$ cat config.mk
export PLATFORM = sky130hd
export DESIGN_NAME = ysyx_22040175_ifu
export DESIGN_NICKNAME = d
export VERILOG_FILES = /design/src/rtl/ysyx_22040175_ifu.sv
export SDC_FILE = /design/constraint.sdc
export NUM_CORES = 1
export LEC_CHECK = 0
export CORE_MARGIN = 4
export CORE_UTILIZATION = 60
export DETAILED_ROUTE_END_ITERATION = 10
export GPL_TIMING_DRIVEN = 0
export PLACE_DENSITY = 0.86
export SLEW_MARGIN = 20
export SYNTH_ARGS = -nofsm -noshare
export SYNTH_HDL_FRONTEND = slang
export SYNTH_SLANG_ARGS = --single-unit
export TNS_END_PERCENT = 5
$ cat constraint.sdc
create_clock -name clk -period 17.8 [get_ports clk]
set_clock_uncertainty 0.1 [all_clocks]
set_input_delay 5.34 -clock clk [delete_from_list [all_inputs] [get_ports clk]]
set_output_delay 5.34 -clock clk [all_outputs]
set_load 0.01 [all_outputs]
$ cat src/rtl/ysyx_22040175_ifu.sv
// ysyx_22040175_ifu -- instruction fetch unit with prefetch FIFO.
//
// Owns the fetch PC and issues word requests to instruction memory. Responses
// return in order and are buffered together with their PCs. Buffered
// instructions are handed to decode over a valid/ready channel. A redirect
// reloads the fetch PC, flushes the buffer and discards the responses that
// are still outstanding at that point.
//
// Optional feature: define IFU_BYPASS_EN to let a response go straight to
// decode in the same cycle when the buffer is empty and nothing is being
// dropped. In the default build every response is registered first.
//
// Parameters:
//   XLEN      address / PC width
//   DEPTH     FIFO entries and maximum in-flight requests (power of two, >= 2)
//   RESET_PC  first fetch address after reset
//
// Ports:
//   clk, rst                  clock, asynchronous active-high reset
//   redirect_valid/_pc        load a new fetch PC and flush (pc[1:0] ignored)
//   imem_req_valid/_ready     request handshake to instruction memory
//   imem_req_addr             word address of the offered request
//   imem_rsp_valid/_data      in-order response, no backpressure
//   inst_valid/_ready         instruction handshake to decode
//   inst, inst_pc             instruction word and its PC
module ysyx_22040175_ifu #(
  parameter int              XLEN     = 32,
  parameter int              DEPTH    = 4,
  parameter logic [XLEN-1:0] RESET_PC = 32'h8000_0000
) (
  input  logic            clk,
  input  logic            rst,
  input  logic            redirect_valid,
  input  logic [XLEN-1:0] redirect_pc,
  output logic            imem_req_valid,
  input  logic            imem_req_ready,
  output logic [XLEN-1:0] imem_req_addr,
  input  logic            imem_rsp_valid,
  input  logic [31:0]     imem_rsp_data,
  output logic            inst_valid,
  input  logic            inst_ready,
  output logic [31:0]     inst,
  output logic [XLEN-1:0] inst_pc
);

  localparam int AW = $clog2(DEPTH);
  localparam int CW = AW + 1;
  localparam logic [CW:0] DEPTH_W = (CW+1)'(DEPTH);

  logic [XLEN-1:0] fetch_pc;
  logic [31:0]     fifo_inst [DEPTH];
  logic [XLEN-1:0] fifo_pc   [DEPTH];
  logic [AW-1:0]   rd_ptr;
  logic [AW-1:0]   wr_ptr;
  logic [CW-1:0]   count;
  logic [CW-1:0]   inflight;
  logic [CW-1:0]   drop;

  logic [CW:0]     credit_used;
  logic            req_fire;
  logic            rsp_keep;
  logic            push;
  logic            pop;
  logic [XLEN-1:0] rsp_pc;
  logic [CW-1:0]   count_next;
  logic [CW-1:0]   inflight_next;
  logic            unused_pc_bits;

  assign unused_pc_bits = ^redirect_pc[1:0];

  // Buffered plus outstanding entries may never exceed DEPTH, so every
  // kept response is guaranteed a free FIFO slot.
  assign credit_used    = {1'b0, count} + {1'b0, inflight};
  assign imem_req_valid = (credit_used < DEPTH_W) && !rst;
  assign imem_req_addr  = fetch_pc;
  assign req_fire       = imem_req_valid && imem_req_ready;

  // Outstanding requests are consecutive words ending just below fetch_pc,
  // so the oldest one sits inflight words back. Only meaningful once drop
  // has reached zero, which is the only time the value is consumed.
  assign rsp_pc = fetch_pc - (XLEN'(inflight) << 2);

  // A response in a redirect cycle is stale and is discarded outright.
  assign rsp_keep = imem_rsp_valid && (drop == '0) && !redirect_valid;

`ifdef IFU_BYPASS_EN
  logic bypass_hit;

  assign bypass_hit = rsp_keep && (count == '0);
  assign inst_valid = (count != '0) || bypass_hit;
  assign inst       = bypass_hit ? imem_rsp_data : fifo_inst[rd_ptr];
  assign inst_pc    = bypass_hit ? rsp_pc : fifo_pc[rd_ptr];
  assign push       = rsp_keep && !(bypass_hit && inst_ready);
`else
  assign inst_valid = (count != '0);
  assign inst       = fifo_inst[rd_ptr];
  assign inst_pc    = fifo_pc[rd_ptr];
  assign push       = rsp_keep;
`endif

  assign pop = inst_ready && (count != '0);

  always_comb begin
    count_next = count;
    if (push && !pop) begin
      count_next = count + CW'(1);
    end else if (!push && pop) begin
      count_next = count - CW'(1);
    end
  end

  assign inflight_next = inflight + CW'(req_fire) - CW'(imem_rsp_valid);

  always_ff @(posedge clk or posedge rst) begin
    if (rst) begin
      fetch_pc <= RESET_PC;
      rd_ptr   <= '0;
      wr_ptr   <= '0;
      count    <= '0;
      inflight <= '0;
      drop     <= '0;
    end else begin
      inflight <= inflight_next;
      if (redirect_valid) begin
        fetch_pc <= {redirect_pc[XLEN-1:2], 2'b00};
        rd_ptr   <= '0;
        wr_ptr   <= '0;
        count    <= '0;
        // Everything still outstanding after this cycle, including a request
        // accepted now at the old address, belongs to the abandoned path.
        drop     <= inflight_next;
      end else begin
        if (req_fire) begin
          fetch_pc <= fetch_pc + XLEN'(4);
        end
        if (imem_rsp_valid && (drop != '0)) begin
          drop <= drop - CW'(1);
        end
        if (push) begin
          wr_ptr <= wr_ptr + AW'(1);
        end
        if (pop) begin
          rd_ptr <= rd_ptr + AW'(1);
        end
        count <= count_next;
      end
    end
  end

  // Storage is reset so inst/inst_pc read as zero out of reset.
  always_ff @(posedge clk or posedge rst) begin
    if (rst) begin
      for (int i = 0; i < DEPTH; i++) begin
        fifo_inst[i] <= '0;
        fifo_pc[i]   <= '0;
      end
    end else if (push) begin
      fifo_inst[wr_ptr] <= imem_rsp_data;
      fifo_pc[wr_ptr]   <= rsp_pc;
    end
  end

endmodule

==> metrics.sh <==
CTS_TREE='yes'
POWER.SWITCHING_FRACTION=0.305
HOLD_PATH_CLASS='flip-flop to flip-flop'
CTS.PATH.MAX_BUFFERS=3
P_PER_AREA_nW_PER_UM2=145
CRITICAL_PATH_PEAK_FANOUT=4
FIN_NETS=1417
GRT_REMAINING_OVERFLOW=0
GLOBALROUTETOTALUTIL=0.278
SYNTHTOPCELLSBYCOUNT='290 x sky130_fd_sc_hd__dfrtp_1, 174 x sky130_fd_sc_hd__nand2_1, 148 x sky130_fd_sc_hd__o21ai_0'
INSERTEDDIODECOUNT=0
SYNTHTOLAYOUTAREAGROWTH_PCT=23.2
CTS_ROOT_BUF='sky130_fd_sc_hd__clkbuf_16'
FINAL_MAX_SLEW_VIOL_COUNT=0
CRIT_ARRIVAL_NS=7.28
ROUTE.FINAL.WIRE_LENGTH_MM=35.4
MUXSHAREOFSYNTHAREA=0.210
POST_SYNTH_XOR_AREA_FRACTION=0.0411
ANT_NETS=0
POST_CTS_RESIZED=0
MAX_H_TREE_LEVEL=1
SYNTHCELLS=1132
DP_HPWL_MM=23.3
SYNTH_COMPOUND_GATE_AREA_SHARE=0.0611
RSZ0062_AT_GRT='no'
PORT_BUFFERS=161
YOSYS.AREA_SHARE.ADDER=0.0173
MAXCLOCKFREQUENCY_MHz=78.6
SETUP-VIOLATIONS-FINAL=0
INSERTION_DELAY_OF_THE_LATER_CLOCKED_PIN_IN_THE_WORST_SKEW_PAIR_NS=0.55
CRITICAL_PATH.MAX_STAGE_DELAY_NS=0.64
VIAS=10073
REQUIRED_NS=12.36
DESIGN.DIE.AREA_UM2=25200
P_INT_uW=1690
MIN_PERIOD_OVER_PERIOD=0.714
FIRST_ITER_VIOLATIONS=885
DETAIL_ROUTE.FIRST_PASS.ITERATIONS=5
SYNTH_EDF_COUNT=0
CTS_INSERTED_BUFFERS=30
POWER_LEAKAGE_uW=0.00732
POST_SYNTH_TOP_AREA_CELL='sky130_fd_sc_hd__dfrtp_1'
CLOCK_SINKS=291
PIN_COUNT_OF_THE_BIGGEST_NET_ENTERING_GLOBAL_ROUTING=105
LAYOUT_MIN_CYCLE_TIME_NS=12.72
TIMING.SETUP.TNS_NS=0
FINALWORSTSETUPSLACK_NS=5.08
SHARE_OF_FINAL_LAYOUT_STANDARD_CELLS_STRONGER_THAN_DRIVE_STRENGTH_1=0.208
POST_SYNTH_AND_OR_NAND_NOR_AREA_FRACTION=0.103
MAX-SLEW-MARGIN-REL=0.388
ROUTE.DETAILED.DRC=0
POST-ROUTE-UTIL=0.760
CTS_HOLD_BUF=0
SYNTH_TOP_FAMILY_BY_AREA='multiplexers'
DRT_VIA_DENSITY=6.16
POSTCTSSETUPBUFFERS=0
DIE-HEIGHT_UM=159
NET-SWITCHING-POWER_uW=743
FIRST_PASS_GRT_WIRE_LENGTH_MM=57.2
COMBPWRFRAC=0.345
NUM_IO_PINS=168
POWER_FRAC_CLOCK=0.290
STATUS='finished, final reports clean'
CRIT_SLOWEST_CELL='sky130_fd_sc_hd__or4_1'
YOSYS.AREA.TOP_TYPE_SHARE=0.532
CRIT_CHAIN='clkdlybuf4s50_1, or4_1, nor2_1, clkdlybuf4s50_1'
NUM_ROWS=54
IRDROPWORSTVDD_mV=0.0854
YOSYS-TOP-CELLS-AREA='sky130_fd_sc_hd__dfrtp_1 53%, sky130_fd_sc_hd__mux2_2 11%, sky130_fd_sc_hd__mux4_2 10%, sky130_fd_sc_hd__o21ai_0 5.4%, sky130_fd_sc_hd__nand2_1 4.8%'
SYN-CELL-AREA_UM2=13600
SYN-MEAN-INSTANCE-AREA_UM2=12.0
GRT_ANTENNA_BEFORE_REPAIR=0
AVGROUTEDWIREPERCELL_UM=21.7
PRE_CTS_WS_NS=5.10
MAX_CAP_VIOLATIONS=0
DIE-WIDTH_UM=159
CLK_PIN_SLEW_NS=0.06
YOSYSWARNINGCOUNT=0
SYNTH_SEQ_AREA_SHARE=0.534
CRIT_PATH_START_KIND='input port'
WHS_PATH_DEPTH=2
CORE_AREA_UM2=22100
YS_ASYNC_SR_FRACTION=1.00
FINISH.CELL_COUNT_WITHOUT_FILLERS=1634
TIGHTESTPINTRANSITION_NS=0.918
CRITICAL_PATH_DEPTH=4
PLACE_INST=1578
POWER.SHARE.SEQUENTIAL=0.366
SYNTH_CELL_TYPE_COUNT=46
FILLCELLCOUNT=1308
REPORT.FINAL.HOLD_VIOL_COUNT=0
WORST-PATH-BUF-INV=2
GPL.FINAL_WEIGHTED_CONGESTION=0.824
WORST_R2R_PATH_DEPTH=11
INITIAL_CORE_UTIL=0.617
DOMINANTREGCELLSYNTH='sky130_fd_sc_hd__dfrtp_1'
SYNTH_SEQ_CELLS=291
CPMOSTUSEDCELL='sky130_fd_sc_hd__clkdlybuf4s50_1'
FIRST_GLOBAL_VIAS=10616
SYNTH.MOST_COMMON_CELL='sky130_fd_sc_hd__dfrtp_1'
WORST_SETUP_END_KIND='primary output'
PATH_DELAY_FAMILY='buffers and inverters'
CRITPATHKIND='input port to primary output'
==> tightest hold or removal path, stage by stage, from the launching register on <==
cell and delay [ns]:
sky130_fd_sc_hd__dfrtp_1 0.34, sky130_fd_sc_hd__nand2_1 0.04, sky130_fd_sc_hd__o21ai_0 0.06
==> stage by stage <==
stage	hold WS [ns]	area, um2	power, uW
after floorplan	0.345	13600	1360
after global placement	0.356	15600	1690
after detailed placement	0.365	15700	1730
after CTS	0.379	16800	2440
after global routing	0.406	16800	2540
final	0.380	16800	2430
==> final timing paths <==
kind                                          from                      endpoint  slack [ns]
setup / recovery                               rst                imem_req_valid        5.08
hold / removal             fifo_pc[78]$_DFFE_PP0P_       fifo_pc[78]$_DFFE_PP0P_        0.38
setup reg to reg              count[2]$_DFFE_PP0P_           drop[2]$_DFFE_PP0P_       14.45
hold reg to reg            fifo_pc[78]$_DFFE_PP0P_       fifo_pc[78]$_DFFE_PP0P_        0.38
max in group asynchronous                      rst    fifo_inst[104]$_DFFE_PP0P_       10.94
min in group asynchronous                      rst  imem_req_addr[3]$_DFFE_PP0N_        5.29
==> registers in the layout, indices dropped and copies added (netlist names) <==
register,cells
imem_req_addr,30
fifo_pc,120
fifo_inst,128
wr_ptr,2
count,3
drop,3
rd_ptr,2
inflight,3
==> cells in the final DEF, fill, tap and decap left out, types with 7 or more instances in the layout <==
master / n
sky130_fd_sc_hd__nand2_1: 174
sky130_fd_sc_hd__clkbuf_1: 59
sky130_fd_sc_hd__mux2_2: 129
sky130_fd_sc_hd__ha_1: 14
sky130_fd_sc_hd__xnor2_1: 30
sky130_fd_sc_hd__o21ai_0: 148
sky130_fd_sc_hd__dfrtp_1: 290
sky130_fd_sc_hd__xor2_1: 34
sky130_fd_sc_hd__mux4_2: 62
sky130_fd_sc_hd__clkdlybuf4s50_1: 161
sky130_fd_sc_hd__nand4_1: 17
sky130_fd_sc_hd__nor3_1: 11
sky130_fd_sc_hd__nand3_1: 24
sky130_fd_sc_hd__inv_1: 14
sky130_fd_sc_hd__buf_1: 9
sky130_fd_sc_hd__nor4_1: 11
sky130_fd_sc_hd__clkbuf_8: 7
sky130_fd_sc_hd__clkbuf_16: 31
sky130_fd_sc_hd__nor2_1: 29
sky130_fd_sc_hd__buf_2: 18
==> kinds of logic after synthesis <==
kind of cell,Yosys count
simple gates,300
mux,193
buf+inv,106
xor+xnor,64
other cells,1
flops,291
fa+ha+maj,17
compound gates,160
==> power by group through the flow <==
stage	registers [uW]	logic (uW)	clock network [uW]
detailed placement	894	832	0
finish	890	839	705
floorplan	871	489	0
CTS	888	844	708
global placement	883	804	0
global route	902	902	739
==> final cells by class <==
cell class / instances / area (um2) / area share
buffer: 91 / 390 / 0.0232
multi-input combinational: 738 / 5920 / 0.352
timing repair buffer: 163 / 1670 / 0.0992
tap: 280 / 350 / 0.0209
inverter: 15 / 63.8 / 0.00380
clock buffer: 39 / 876 / 0.0521
sequential: 291 / 7280 / 0.434
clock inverter: 17 / 251 / 0.0150
==> metal layers <==
layer | vias to the layer above | GRT usage | part of all wire
li1 | 4403 | - | -
met5 | - | 0 | 0
met3 | 72 | 0.0482 | 0.078
met1 | 5107 | 0.382 | 0.40
met2 | 491 | 0.465 | 0.50
met4 | 0 | 0.0793 | 0.024
(Power assumes the default switching activity.)
==> RTL change 1 (config.mk and constraints unchanged) <==
Build with the macro `IFU_BYPASS_EN` defined.
--- a/src/rtl/ysyx_22040175_ifu.sv
+++ b/src/rtl/ysyx_22040175_ifu.sv
@@ -23,6 +23,8 @@
 //   imem_rsp_valid/_data      in-order response, no backpressure
 //   inst_valid/_ready         instruction handshake to decode
 //   inst, inst_pc             instruction word and its PC
+`define IFU_BYPASS_EN
+
 module ysyx_22040175_ifu #(
   parameter int              XLEN     = 32,
   parameter int              DEPTH    = 4,
Formal check against the unedited RTL: not equivalent (a bounded check fails within 4 cycles, from zero or initial values and one cycle with rst high).
==> RTL change 1 against the original RTL <==
  * Critical path depth is 5 higher
  * Highest routed layer unchanged
  * Setup slack lost 1600 ps
  * First-iteration DRC count increased by 21%
  * Sequential cell count unchanged
  * Cell area rose by 4.6%
  * Synthesized area rose by 6.4%
  * Critical path type unchanged
  * Die area up 6.0%
  * Wire length increased by 9.1%
  * Total power up 1.8%
==> RTL change 1: results (changes against the original RTL) <==
The run finished with clean final reports. The worst-margin pin slew is 926 ps (+8.35 ps). The sequential fraction of the synthesis area is 50.2% (-3.2 points).

The slack of the worst reg-to-reg path came out at 14500 ps (+50 ps). The data arrival time at the worst-slack endpoint was 8900 ps (+1620 ps). The worst vdd rail ir drop came out at 0.0682 mV (-20%). The share of post-route cells with drive strength above 1 came to 22.5% (+1.6 points). The routed length per placed instance came out at 21.8 um (+0.69%). The global-route met2 utilization is 47.4% (+0.91 points). The leakage power of the design came to 7.59 nW (+3.6%). The global-route usage over all layers is 29.4% (+1.6 points).

The first-pass GRT wire length is 62.2 mm (+8.8%). The placed wire-length estimate is 26.0 mm (+11%). The maximum number of pins on one net before global-route repair was 113 (+7.6%). The number of design-rule violations left by the first detailed-router iteration came to 1069 (+21%). The synthesis warning total was 0 (unchanged). The routing usage on met3 is 5.45% (+0.63 points). The post-CTS setup-driven buffer insertion count is 0 (unchanged).

Ranked by total cell area, the synthesized netlist is headed by dfrtp_1, mux2_2, mux4_2. The net count of the finished layout was 1517 (+7.1%). The global placer's final weighted congestion came to 0.895 (+8.6%). The global routing met1 resource utilization was 40.6% (+2.4 points). The count of vias placed by the detailed router is 11.1k (+9.7%).

The source-to-sink clock delay at the later pin of the worst-skew pair is 550 ps (about the same). The maximum fanout encountered on the critical timing path is 10 (+6). The post-cts sizing count came out at 0 (unchanged).

The number of buffers inserted by port buffering was 161 (unchanged). The number of different library cells in the post-synthesis netlist is 53 (+15%). Sorting the synthesized cells by how often they occur yields dfrtp_1, nand2_1, mux2_2.
RTL change 1: changes by cell type in the layout (fill, tap and decap cells not counted), moves of 6 or more:
| cell | before | now |
|---|---|---|
| mux2_2 | 129 | 172 |
| xor2_1 | 34 | 28 |
| o21ai_1 | 0 | 23 |
| nand2_1 | 174 | 187 |
| clkbuf_1 | 59 | 74 |
| o21ai_0 | 148 | 140 |
| nor2_1 | 29 | 21 |
RTL change 1: through the flow:
step	utilization [%]	std cells	cell area (um2)	hold slack [ps]	worst slack, ps
2_1_floorplan	-	1234	14500	345	4330
3_3_place_gp	70.0	1714	16500	357	1010
3_5_place_dp	70.4	1717	16600	365	3650
4_1_cts	74.4	1770	17600	378	3640
5_1_grt	74.4	1770	17600	403	3420
6_report	74.4	1770	17600	378	3460
RTL change 1: cell families (layout without fill, tap and decap cells):
family | Yosys count | count (layout) | synth area share, %
simple gates | 325 | 325 | 11.2
flops | 291 | 291 | 50.2
mux | 236 | 236 | 23.1
compound gates | 187 | 187 | 6.83
buf+inv | 115 | 332 | 3.38
xor+xnor | 59 | 59 | 3.56
fa+ha+maj | 17 | 17 | 1.62
other cells | 1 | 4 | 0.0259
RTL change 1: final cells by class:
cell class | instances | share of cell area, %
sequential | 291 | 41.5
multi-input combinational | 828 | 38.4
timing repair buffer | 164 | 9.64
clock buffer | 44 | 5.03
buffer | 99 | 2.45
tap | 319 | 2.27
clock inverter | 9 | 0.399
inverter | 16 | 0.385
RTL change 1: worst paths after layout:
path	startpoint	to	depth (start not counted)
worst max-delay path	imem_rsp_valid	inst_pc[27]	9
worst min-delay path	fifo_pc[8]	fifo_pc[8]	2
worst max register to register	count[2]	drop[2]	12
worst min register to register	fifo_pc[8]	fifo_pc[8]	2
max in group asynchronous	rst	fifo_inst[29]	4
min in group asynchronous	rst	imem_req_addr[26]	2
RTL change 1: worst max-delay path, cell delays in order:
cell and delay [ps]:
clkdlybuf4s50_1 510, nor4bb_1 190, clkbuf_1 190, nand2_1 470, clkbuf_1 710, clkbuf_1 470
nand2_1 150, o21ai_0 220, clkdlybuf4s50_1 630
RTL change 1: report_power, final:
part           internal (mW)  total [mW]  leakage, nW  switching (mW)
Combinational          0.512       0.955         3.24           0.444
Clock                  0.356       0.611        0.479           0.255
Sequential             0.815       0.912         3.87          0.0968
RTL change 1: per-layer routing:
layer  part of all wire, %  vias to the layer above
li1                      -                     4808
met3                   8.5                      107
met4                   3.3                        0
met2                    49                      570
met5                     0                        -
met1                    39                     5570
==> RTL change 2 (config.mk and constraints unchanged) <==
Without the edit above. Reset style: synchronous (`rst`), changed in 2 clocked blocks. Comments in the files are not updated.
--- a/src/rtl/ysyx_22040175_ifu.sv
+++ b/src/rtl/ysyx_22040175_ifu.sv
@@ -111,7 +111,7 @@
 
   assign inflight_next = inflight + CW'(req_fire) - CW'(imem_rsp_valid);
 
-  always_ff @(posedge clk or posedge rst) begin
+  always_ff @(posedge clk) begin
     if (rst) begin
       fetch_pc <= RESET_PC;
       rd_ptr   <= '0;
@@ -148,7 +148,7 @@
   end
 
   // Storage is reset so inst/inst_pc read as zero out of reset.
-  always_ff @(posedge clk or posedge rst) begin
+  always_ff @(posedge clk) begin
     if (rst) begin
       for (int i = 0; i < DEPTH; i++) begin
         fifo_inst[i] <= '0;
Formal check against the unedited RTL: differs if rst is asserted again (counterexample within 4 cycles, from zero or initial values and one cycle with rst high); with rst held inactive, the same outputs for 4 cycles.
==> RTL change 2 against the original RTL <==
  * Critical endpoint unchanged
  * Cell area is 3.2% lower
  * Sequential cell count is 2 higher
  * Count of clock-buffer cells in the layout is 8 lower
  * Critical path type unchanged
  * Wire length is 4.4% lower
  * Setup slack worse by 430 ps
  * Synthesized area is 2.6% lower
Power is not compared: it rests on default switching activity, and its combinational part moved more than twofold at a synthesized area within 25%.
==> RTL change 2: results (changes against the original RTL) <==
The flow ran to the end, and the final reports show no timing, DRC or antenna violations. The power attributed to combinational cells came out at between 0.3 and 0.4 mW. The start of the worst register-to-register path is count[2]. The count of non-filler cells in the finished layout is 1531 (-6.3%). The worst-margin pin slew is 911 ps (-6.84 ps). The length in cells of the worst reg-to-reg path came out at 13 (+2). The number of global-route vias before repair came to 9355 (-12%). The detail-routed via count per cell was 6.03 (-2.2%). The final wirelength is 33.8 mm (-4.4%). The number of buffers inserted by port buffering came to 160 (-0.62%). The worst hold slack across all endpoints came out at 419 ps (+38.7 ps). The number of enable flip-flop cells after synthesis is 248 (+248). The worst register-to-register path ends at drop[2]. The post-CTS setup-driven buffer insertion count came out at 0 (unchanged). The area after detailed placement was 0.0154 mm2 (-1.9%). The number of flip-flops in the largest register is 128 (unchanged). The placed wire-length estimate came out at 22.4 mm (-3.7%).

The number of instances in the synthesized netlist is 1032 (-8.8%). The number of antenna violations at the first check in global routing came to 0 (unchanged). The post-cts sizing count came to 0 (unchanged). The number of detailed-route iterations in the first pass came out at 8 (+3).

The sequential fraction of the synthesis area came out at 62.9% (+9.5 points). The commonest cells after synthesis are edfxtp_1, nor2_1, nand2_1. The number of fill cells came out at 1321 (+0.99%). The number of instances on the worst hold path is 2 (unchanged). The number of different library cells in the post-synthesis netlist is 46 (unchanged).

The source of the worst hold timing path is count[2]. The maximum fanout encountered on the critical timing path came to 10 (+6). Dividing total power by cell area gives a power density of between 100 and 150 mW/mm2. The number of design-rule violations left by the first detailed-router iteration is 826 (-6.7%).

The slack of the worst reg-to-reg path is 14250 ps (-200 ps). The net count of the finished layout came out at 1314 (-7.3%). The global placer's final weighted congestion came out at 0.908 (+10%). The share of flip-flops with an asynchronous set or reset was 0% (-100 points). The clock buffer count from CTS is 29 (-3.3%). The global-route usage over all layers is 27.4% (-0.38 points). The data arrival time at the worst-slack endpoint is 7710 ps (+430 ps). The first-pass GRT wire length was 51.8 mm (-9.5%). The worst vdd rail ir drop came out at 0.0734 mV. The count of antenna diodes in the layout came out at 0 (unchanged). By area the synthesized netlist is led by edfxtp_1, mux4_2, dfxtp_1. For hold timing, the worst endpoint is count[2]. The source-to-sink clock delay at the later pin of the worst-skew pair came out at 550 ps (about the same). The deepest clock path buffer count came out at 3 (unchanged). The post-placement worst setup slack is 4710 ps (-394 ps).

The maximum number of pins on one net before global-route repair came out at 49 (-53%). The clock tree root buffer cell is clkbuf_16. The share of post-route cells with drive strength above 1 came out at 10.2% (-11 points).
## RTL change 2: worst max-delay path, stage by stage
cell,delay [ps]
clkdlybuf4s50_1,510
or4_4,610
nor2_1,210
buf_1,400
clkdlybuf4s50_1,630
## RTL change 2: cell type report
| cell class | instances | area [um2] | share of cell area, % |
|---|---|---|---|
| flip-flops and latches | 293 | 8350 | 51.3 |
| clock inverters | 21 | 150 | 0.923 |
| plain buffers | 70 | 284 | 1.75 |
| multi-input cells | 621 | 4500 | 27.7 |
| well taps | 280 | 350 | 2.15 |
| clock buffers | 31 | 733 | 4.51 |
| repair buffers | 164 | 1700 | 10.5 |
| inverters | 51 | 191 | 1.18 |
## RTL change 2: worst max path at each step
stage / startpoint / end / slack [ps] / cells after the start
finish: rst / imem_req_valid / 4650 / 5
global route: rst / imem_req_valid / 4530 / 5
CTS: rst / imem_req_valid / 4690 / 5
detailed placement: rst / imem_req_valid / 4710 / 5
global placement: rst / imem_req_valid / 4720 / 5
floorplan: rst / imem_req_valid / 5970 / 3
## RTL change 2: cells by family (layout without fill, tap and decap cells)
| group | count (synthesis) | count (layout) | synth area share, % |
|---|---|---|---|
| compound gates | 42 | 42 | 2.10 |
| xor+xnor | 62 | 62 | 4.09 |
| fa+ha+maj | 14 | 14 | 1.49 |
| buf+inv | 121 | 337 | 3.58 |
| flops | 293 | 293 | 62.9 |
| mux | 70 | 70 | 11.1 |
| other cells | 1 | 4 | 0.0282 |
| simple gates | 429 | 429 | 14.7 |
## RTL change 2: routing by layer
layer | track usage (%) | up-vias | routed length (um)
li1 | - | 4063 | -
met5 | 0 | - | 0
met3 | 3.54 | 76 | 2900
met1 | 36.9 | 4553 | 12700
met2 | 46.9 | 542 | 17300
met4 | 8.80 | 0 | 948
